==> src/rtl/shift_add_multiplier_if.sv <==
// Handshake bundle for the shift-add multiply-accumulate unit.
// The master side supplies operands and accepts the product; the slave side is the multiplier.
interface shift_add_multiplier_if #(
    parameter int NBITS = 8
);
    logic [NBITS-1:0]   A;
    logic [NBITS-1:0]   B;
    logic [NBITS-1:0]   C;
    logic               iValid;
    logic               iReady;
    logic               oValid;
    logic               oReady;
    logic [2*NBITS-1:0] product;

    modport master (
        output A, B, C, iValid, oReady,
        input  iReady, oValid, product
    );

    modport slave (
        input  A, B, C, iValid, oReady,
        output iReady, oValid, product
    );
endinterface

==> src/rtl/shift_add_multiplier.sv <==
// Sequential multiply-accumulate: product = A*B + C, one multiplier bit per cycle.
// The accumulator is seeded with C, so the result is exactly quotient*divisor + remainder
// when fed with divider outputs. One operation in flight; fixed NBITS-cycle latency.
module shift_add_multiplier #(
    parameter int NBITS = 8
) (
    input  logic                  clock,
    input  logic                  reset,
    shift_add_multiplier_if.slave bus
);
    localparam int CW = (NBITS > 1) ? $clog2(NBITS) : 1;
    localparam logic [CW-1:0] LAST_BIT = CW'(NBITS - 1);

    typedef enum logic [1:0] {
        IDLE = 2'd0,
        CALC = 2'd1,
        SEND = 2'd2
    } state_t;

    state_t             state;
    logic [NBITS-1:0]   a_reg;
    logic [NBITS-1:0]   b_reg;
    logic [2*NBITS-1:0] acc;
    logic [CW-1:0]      count;
    logic               ready_reg;
    logic               valid_reg;
    logic [2*NBITS-1:0] product_reg;

    logic [2*NBITS-1:0] shifted;
    logic [2*NBITS-1:0] add_term;
    logic [2*NBITS-1:0] acc_next;

    assign bus.iReady  = ready_reg;
    assign bus.oValid  = valid_reg;
    assign bus.product = product_reg;

    // Partial product for the current multiplier bit, added only when that bit is set.
    // The worst-case sum is 2^2N - 2^N, so the 2N-bit add never wraps.
    always_comb begin
        shifted  = '0;
        add_term = '0;
        acc_next = '0;
        shifted  = {{NBITS{1'b0}}, a_reg} << count;
        add_term = b_reg[count] ? shifted : '0;
        acc_next = acc + add_term;
    end

    // Control FSM with registered handshake outputs; reset discards any operation in flight.
    always_ff @(posedge clock or posedge reset) begin
        if (reset) begin
            state       <= IDLE;
            a_reg       <= '0;
            b_reg       <= '0;
            acc         <= '0;
            count       <= '0;
            ready_reg   <= 1'b0;
            valid_reg   <= 1'b0;
            product_reg <= '0;
        end else begin
            case (state)
                IDLE: begin
                    if (bus.iValid && ready_reg) begin
                        a_reg     <= bus.A;
                        b_reg     <= bus.B;
                        acc       <= {{NBITS{1'b0}}, bus.C};
                        count     <= '0;
                        ready_reg <= 1'b0;
                        state     <= CALC;
                    end else begin
                        ready_reg <= 1'b1;
                    end
                end
                CALC: begin
                    acc <= acc_next;
                    if (count == LAST_BIT) begin
                        product_reg <= acc_next;
                        valid_reg   <= 1'b1;
                        state       <= SEND;
                    end else begin
                        count <= count + 1'b1;
                    end
                end
                SEND: begin
                    if (bus.oReady) begin
                        valid_reg <= 1'b0;
                        ready_reg <= 1'b1;
                        state     <= IDLE;
                    end
                end
                default: begin
                    state     <= IDLE;
                    ready_reg <= 1'b0;
                    valid_reg <= 1'b0;
                end
            endcase
        end
    end
endmodule

==> src/flat_wrapper.sv <==
// flat-port wrapper written by rule: the top's interface ports become plain ports
module shift_add_multiplier_flat 
#(
    parameter int NBITS = 8
)
  (clock, reset, bus_A, bus_B, bus_C, bus_iValid, bus_oReady, bus_iReady, bus_oValid, bus_product);
  shift_add_multiplier_if #(.NBITS(NBITS)) bus_i ();
  input  logic clock;
  input  logic reset;
  input wire logic [$bits(bus_i.A)-1:0] bus_A;
  input wire logic [$bits(bus_i.B)-1:0] bus_B;
  input wire logic [$bits(bus_i.C)-1:0] bus_C;
  input wire logic [$bits(bus_i.iValid)-1:0] bus_iValid;
  input wire logic [$bits(bus_i.oReady)-1:0] bus_oReady;
  output wire logic [$bits(bus_i.iReady)-1:0] bus_iReady;
  output wire logic [$bits(bus_i.oValid)-1:0] bus_oValid;
  output wire logic [$bits(bus_i.product)-1:0] bus_product;
  assign bus_i.A = bus_A;
  assign bus_i.B = bus_B;
  assign bus_i.C = bus_C;
  assign bus_i.iValid = bus_iValid;
  assign bus_i.oReady = bus_oReady;
  assign bus_iReady = bus_i.iReady;
  assign bus_oValid = bus_i.oValid;
  assign bus_product = bus_i.product;
  shift_add_multiplier #(.NBITS(NBITS)) u_core (.clock(clock), .reset(reset), .bus(bus_i));
endmodule
==> config.mk <==
export PLATFORM = sky130hd
export DESIGN_NAME = shift_add_multiplier_flat
export DESIGN_NICKNAME = d
export VERILOG_FILES = /design/src/rtl/shift_add_multiplier_if.sv /design/src/rtl/shift_add_multiplier.sv /design/src/flat_wrapper.sv
export SDC_FILE = /design/constraint.sdc
export NUM_CORES = 1
export LEC_CHECK = 0
export ABC_CLOCK_PERIOD_IN_PS = 5610
export CAP_MARGIN = 20
export CORE_ASPECT_RATIO = 0.7
export CORE_MARGIN = 1.5
export CORE_UTILIZATION = 40
export CTS_CLUSTER_DIAMETER = 50
export DETAILED_ROUTE_END_ITERATION = 10
export SYNTH_ARGS = -nofsm -noshare
export SYNTH_HDL_FRONTEND = slang
export SYNTH_SLANG_ARGS = --single-unit
==> constraint.sdc <==
create_clock -name clock -period 5.61 [get_ports clock]
set_input_delay 1.122 -clock clock [delete_from_list [all_inputs] [get_ports clock]]
set_output_delay 1.122 -clock clock [all_outputs]
set_load 0.02 [all_outputs]
==> qor.csv, run 1 <==
stage;metric;value;unit
status;outcome;completed;
cts;clk_lat worst skew;0.30;ns
die;num ports;46;
routing;DR DRC count;0;
timing;Setup TNS;0;ns
cts;CTS Buf Count;5;
timing;count of final max-slew check failures;0;
die;Core Rows;27;
power_and_ir_drop;Pwr Total;2.61;mW
timing;max-slew headroom at the worst pin;0.483;
hold_path;Min-Delay Path Class;flop to flop;
die;core footprint;7940;µm²
cts;CTS Buffer Depth;2;
logic_synthesis;top-count cell post-synth;dfrtp_1;
logic_synthesis;mean post-synth cell area;9.44;µm²
cts;post-cts resize count;0;
cts;root buf cell;clkbuf_16;
global_route;aggregate global routing overflow;0;
global_route;first-pass GRT wire length;13.2;mm
placement;number of port buffers;45;
layout;post-layout util;0.504;
worst_setup_path;CP bufs+invs;0;
worst_setup_path;Slowest-stage cell, CP;dfrtp_1;
timing;Final setup viols;0;
power_and_ir_drop;Switching Share;0.446;
power_and_ir_drop;part of the power in registers;0.295;
logic_synthesis;Post-Syn Area;3310;µm²
placement;HPWL Detailed;5.68;mm
timing;final hold vios;0;
cts;CTS sink count;55;
timing;Max Clock Freq;262;MHz
worst_setup_path;Critical Path AT;3.99;ns
logic_synthesis;Mapped Cells;350;
logic_synthesis;number of synthesized flops with an enable pin;0;
logic_synthesis;syn nets;396;
logic_synthesis;Seq/Total Area, Yosys;0.416;
run;Max Cap Violations;0;
power_and_ir_drop;Comb power frac;0.580;
power_and_ir_drop;Worst VDD drop;0.000223;V
worst_setup_path;CP top delay family;compound AO/OA/AOI/OAI gates;
logic_synthesis;leading area contributor after synthesis;dfrtp_1;
logic_synthesis;count of cell types in the netlist;50;
worst_setup_path;slowest cell delay on critical path;0.77;ns
logic_synthesis;yosys warns;0;
worst_setup_path;Critical Path End Type;flop;
logic_synthesis;Area contributors post-synth;dfrtp_1, mux2_2, ha_1;
worst_setup_path;CP Cell Sequence;mux4_2, nand2_1, and2_1, nor2_1, ha_1, and3_1, a221oi_2, o21bai_2, a41oi_2, mux2i_1, a211o_1;
timing;measured slew at the worst slew-check pin;0.774;ns
global_route;all-layer global routing usage;0.187;
power_and_ir_drop;clock power share;0.125;
logic_synthesis;Post-synth top flop;dfrtp_1;
routing;routed vias/inst;5.41;
layout;P&R area growth vs syn;21.1;%
timing;unrepaired setup endpoints after global routing;false;
power_and_ir_drop;NetSw;1.16;mW
global_route;largest net degree at the start of global routing;56;
layout;Final nets;431;
die;Die X-Extent;112;µm
power_and_ir_drop;Pwr Density;651;nW/µm²
logic_synthesis;Yosys top cell area share;0.416;
placement;Placer Congestion;0.885;
logic_synthesis;Async SR Flop Fraction;1.00;
timing;worst setup margin;1.80;ns
cts;H-Tree Depth;2;
global_route;number of global-route vias before repair;2507;
die;die area;8830;µm²
die;chip height;79.1;µm
global_route;initial antenna violation count;0;
cts;CTS clk-pin slew, worst paths;0.07;ns
placement;Setup WS pre-CTS;1.82;ns
timing;Tcrit/Tclk final;0.680;
routing;Detailed Route Iter0 Violations;181;
routing;Vias;2633;
cts;hold_buf cts;0;
timing;Final Critical Period;3.81;ns
die;Initial Util;0.416;
cts;post-CTS setup buffer count;0;
worst_setup_path;nature of the critical path startpoint;flop;
timing;clock skew;0.00787;ns
power_and_ir_drop;Lkg Pwr;1.79;nW
cts;CTS tree;yes;
routing;Routed WL per cell;15.9;µm
routing;antenna viol nets, final;0;
layout;diodes inserted;0;
layout;Sequential Area;1380;µm²
worst_setup_path;Crit Path Category;flop to flop;
routing;overall routed net length;7.74;mm
logic_synthesis;Post-synth top cells;dfrtp_1, nand2_1, nor2_1;
worst_setup_path;CP Data Required Time;5.79;ns
layout;multi-input logic area;1830;µm²
power_and_ir_drop;Internal;1.44;mW
routing;drt first pass iters;5;
logic_synthesis;synthesized flop and latch total;55;
worst_setup_path;Crit Path Max Fanout;18;
layout;share of layout cells above drive strength 1;0.119;
layout;fillcell total;715;
[cells by family (layout without fill, tap and decap cells)]
group                      count (synthesis)  after routing  synth area share
adders and majority gates                 18             18            0.0704
DFF                                       55             55             0.416
muxes                                     37             37             0.129
xor gates and xnor gates                  10             10            0.0265
buffers and inverters                     28             64            0.0326
and+or+nand+nor                          110            110             0.147
AOI/OAI and AO/OA                         92             92             0.179
[worst paths after layout]
kind / start / end / slack (ns) / depth (start not counted)
max: u_core.count[0] / u_core.acc[12] / 1.80 / 11
min: u_core.bus.product[3] / u_core.bus.product[3] / 0.48 / 2
max reg2reg: u_core.count[0] / u_core.acc[12] / 1.80 / 11
min reg2reg: u_core.bus.product[3] / u_core.bus.product[3] / 0.48 / 2
max in group asynchronous: reset / u_core.acc[12] / 3.79 / 3
min in group asynchronous: reset / u_core.bus.oValid / 1.33 / 3
[area by class of cell]
cell class                 count  share of cell area
inverter                       8             0.00750
clock buffer                   7              0.0356
timing repair buffer          48               0.123
clock inverter                 1             0.00219
multi-input combinational    267               0.456
tap                          101              0.0316
sequential                    55               0.344
[tightest hold or removal path, cell delays in order (launching register included)]
cell and delay [ns]:
dfrtp_1 0.34, nand2_1 0.05, o21ai_0 0.06
[stage by stage]
| stage | instance area (µm²) | std cells | hold WS [ns] |
|---|---|---|---|
| after floorplan | 3310 | 350 | 0.456 |
| after global placement | 3820 | 478 | 0.462 |
| after detailed placement | 3820 | 478 | 0.470 |
| after CTS | 3980 | 486 | 0.486 |
| after global routing | 4000 | 487 | 0.508 |
| final | 4000 | 487 | 0.479 |
[layout by cell type (no fill, tap or decap), types with 2 or more instances in the layout]
cell type,count
a211o_1,2
mux2i_1,11
and3_1,2
nand2b_1,5
nor2_1,35
a222oi_1,2
ha_1,17
xor2_1,4
xnor2_1,6
mux2_2,24
a21o_1,8
and2_1,2
nand3_1,8
clkdlybuf4s50_1,45
a21oi_1,24
clkbuf_16,5
o22ai_1,2
a31oi_1,2
dfrtp_1,55
buf_4,2
mux4_2,2
or2_2,2
o21ai_0,32
nand2_1,42
nor3_1,6
nor2b_1,3
a211oi_1,3
o2111ai_1,2
inv_1,6
[routing by layer]
| layer | up-vias | track usage | wire, µm |
|---|---|---|---|
| met5 | - | 0 | 0 |
| met4 | 0 | 0.0456 | 69 |
| met3 | 8 | 0.0313 | 394 |
| met2 | 68 | 0.252 | 3010 |
| met1 | 1238 | 0.304 | 4260 |
| li1 | 1319 | - | - |
[power by group through the flow]
stage               Clock, mW  Combinational [mW]  Sequential (mW)
CTS                     0.333                1.50            0.769
floorplan                   0                1.10            0.754
global route            0.351                1.70            0.800
global placement            0                1.48            0.770
finish                  0.326                1.51            0.769
detailed placement          0                1.50            0.773
(Power assumes the default switching activity.)
==> inputs of run 2 (changes only) <==
--- a/config.mk
+++ b/config.mk
@@ -5,7 +5,7 @@
 export SDC_FILE = /design/constraint.sdc
 export NUM_CORES = 1
 export LEC_CHECK = 0
-export ABC_CLOCK_PERIOD_IN_PS = 5610
+export ABC_CLOCK_PERIOD_IN_PS = 3800
 export CAP_MARGIN = 20
 export CORE_ASPECT_RATIO = 0.7
 export CORE_MARGIN = 1.5
==> constraint.sdc (replaced) <==
create_clock -name clock -period 3.8 [get_ports clock]
set_input_delay 0.76 -clock clock [delete_from_list [all_inputs] [get_ports clock]]
set_output_delay 0.76 -clock clock [all_outputs]
set_load 0.02 [all_outputs]
==> qor.csv, run 2 (synthesis gave the netlist of run 1 again) <==
stage;metric;value;unit;change
hold_path;hold path startpoint;u_core.bus.product[13];;was u_core.bus.product[3]
power_and_ir_drop;Lkg Pwr;1.79;nW;about the same
cts;CTS Buf Count;5;;unchanged
global_route;all-layer global routing usage;0.192;;was 0.187
routing;antenna viol nets, final;0;;unchanged
power_and_ir_drop;Comb power frac;0.594;;was 0.580
run;Max Cap Violations;0;;unchanged
cts;root buf cell;clkbuf_16;;unchanged
die;die area;8830;µm²;unchanged
cts;CTS clk-pin slew, worst paths;0.07;ns;about the same
global_route;initial antenna violation count;0;;unchanged
power_and_ir_drop;clock power share;0.122;;was 0.125
timing;Final Critical Period;3.55;ns;was 3.81 ns
die;Initial Util;0.416;;unchanged
timing;measured slew at the worst slew-check pin;0.882;ns;was 0.774 ns
status;outcome;completed;;unchanged
timing;count of final max-slew check failures;0;;unchanged
global_route;GR Util met2;0.270;;was 0.252
worst_setup_path;Critical Path Source;u_core.count[0];;unchanged
timing;Final setup viols;0;;unchanged
die;Die X-Extent;112;µm;unchanged
layout;most common cell after layout, fill and taps aside;dfrtp_1;;unchanged
power_and_ir_drop;Worst VDD drop;0.000394;V;was 0.000223 V
routing;routed vias/inst;5.46;;was 5.41
global_route;aggregate global routing overflow;0;;unchanged
cts;CTS tree;yes;;unchanged
timing;final hold vios;0;;unchanged
global_route;GRT Max-Usage Layer;met1;;unchanged
power_and_ir_drop;Switching Share;0.448;;was 0.446
placement;HPWL Detailed;6.00;mm;was 5.68 mm
routing;Vias;2672;;was 2,633
power_and_ir_drop;Internal;2.14;mW;was 1.44 mW
die;num ports;46;;unchanged
timing;max-slew headroom at the worst pin;0.411;;was 0.483
layout;Sequential Area;1380;µm²;unchanged
worst_setup_path;Critical Path AT;3.73;ns;was 3.99 ns
power_and_ir_drop;Pwr Total;3.87;mW;was 2.61 mW
layout;Final nets;433;;was 431
layout;multi-input logic area;1830;µm²;unchanged
die;Core Rows;27;;unchanged
layout;final instance area;4000;µm²;about the same
worst_setup_path;CP Data Required Time;3.98;ns;was 5.79 ns
global_route;grt met3 use;0.0328;;was 0.0313
routing;DR DRC count;0;;unchanged
power_and_ir_drop;part of the power in registers;0.284;;was 0.295
die;core footprint;7940;µm²;unchanged
cts;post-cts resize count;0;;unchanged
timing;Setup TNS;0;ns;unchanged
layout;share of layout cells above drive strength 1;0.124;;was 0.119
layout;fillcell total;759;;was 715
worst_setup_path;R2R Path Start;u_core.count[0];;unchanged
timing;clock skew;0.00559;ns;was 0.00787 ns
timing;Tcrit/Tclk final;0.934;;was 0.680
hold_path;Min-Delay Path Class;flop to flop;;unchanged
global_route;met1 Track Usage GR;0.309;;was 0.304
power_and_ir_drop;NetSw;1.73;mW;was 1.16 mW
layout;P&R area growth vs syn;21.0;%;was 21.1%
cts;H-Tree Depth;2;;unchanged
die;chip height;79.1;µm;unchanged
layout;commonest cells after routing, fill and taps aside;dfrtp_1, clkdlybuf4s50_1, nand2_1, nor2_1, o21ai_0;;unchanged
placement;number of port buffers;45;;unchanged
layout;diodes inserted;0;;unchanged
routing;drt first pass iters;5;;unchanged
cts;CTS sink count;55;;unchanged
worst_setup_path;Crit Path Max Fanout;7;;was 18
routing;Detailed Route Iter0 Violations;181;;unchanged
global_route;number of global-route vias before repair;2617;;was 2,507
placement;Placer Congestion;0.880;;was 0.885
cts;CTS Buffer Depth;2;;unchanged
routing;overall routed net length;7.93;mm;was 7.74 mm
power_and_ir_drop;Pwr Density;968;nW/µm²;was 651 nW/µm²
global_route;largest net degree at the start of global routing;36;;was 56
worst_setup_path;nature of the critical path startpoint;flop;;unchanged
routing;Routed WL per cell;16.2;µm;was 15.9 µm
timing;Max Clock Freq;282;MHz;was 262 MHz
worst_setup_path;Crit Path Category;flop to flop;;unchanged
worst_setup_path;Critical Path End Type;flop;;unchanged
cts;post-CTS setup buffer count;0;;unchanged
placement;placed cell areas;3850;µm²;was 3820 µm²
cts;hold_buf cts;0;;unchanged
cts;clk_lat worst skew;0.29;ns;was 0.30 ns
timing;unrepaired setup endpoints after global routing;false;;unchanged
global_route;first-pass GRT wire length;13.6;mm;was 13.2 mm
[run 2: path summary, 6_finish.rpt]
check | slack, ns | cells past startpoint | end
min in group asynchronous | 0.84 | 2 | u_core.bus.iReady
setup reg to reg | 0.25 | 11 | u_core.acc[12]
hold / removal | 0.48 | 2 | u_core.bus.product[13]
hold reg to reg | 0.48 | 2 | u_core.bus.product[13]
max in group asynchronous | 2.16 | 3 | u_core.acc[13]
setup / recovery | 0.25 | 11 | u_core.acc[12]
[run 2: critical path: stages, from the launching register on]
cell	delay, ns
dfrtp_1	0.47
mux4_2	0.54
nand2_1	0.20
and2_1	0.29
a21oi_1	0.07
ha_1	0.36
a21o_1	0.23
a221oi_2	0.46
o21bai_2	0.16
a41oi_2	0.29
mux2i_1	0.11
a211o_1	0.27
[run 2: layout make-up]
type,count,share of cell area
repair buffers,50,0.122
clock inverters,1,0.00219
clock buffers,7,0.0357
inverters,8,0.00751
multi-input cells,267,0.457
flip-flops and latches,55,0.344
well taps,101,0.0316
[run 2: per-layer routing]
| layer | vias up | part of all wire |
|---|---|---|
| met2 | 78 | 0.40 |
| met1 | 1263 | 0.55 |
| met3 | 5 | 0.053 |
| met4 | 0 | 0.0044 |
| met5 | - | 0 |
| li1 | 1326 | - |
[run 2: power groups by stage]
| stage | sequential (mW) | combinational, mW | clock, mW |
|---|---|---|---|
| after floorplan | 1.11 | 1.63 | 0 |
| after global placement | 1.10 | 2.25 | 0 |
| after detailed placement | 1.11 | 2.28 | 0 |
| after CTS | 1.10 | 2.29 | 0.486 |
| after global routing | 1.14 | 2.57 | 0.511 |
| final | 1.10 | 2.30 | 0.473 |
[run 2: stage by stage]
stage	std cells	util	hold slack, ns	worst slack, ns
2_1_floorplan	350	-	0.456	0.493
3_3_place_gp	481	0.485	0.462	0.485
3_5_place_dp	481	0.485	0.471	0.313
4_1_cts	489	0.504	0.486	0.270
5_1_grt	489	0.504	0.505	0.0733
6_report	489	0.504	0.480	0.250
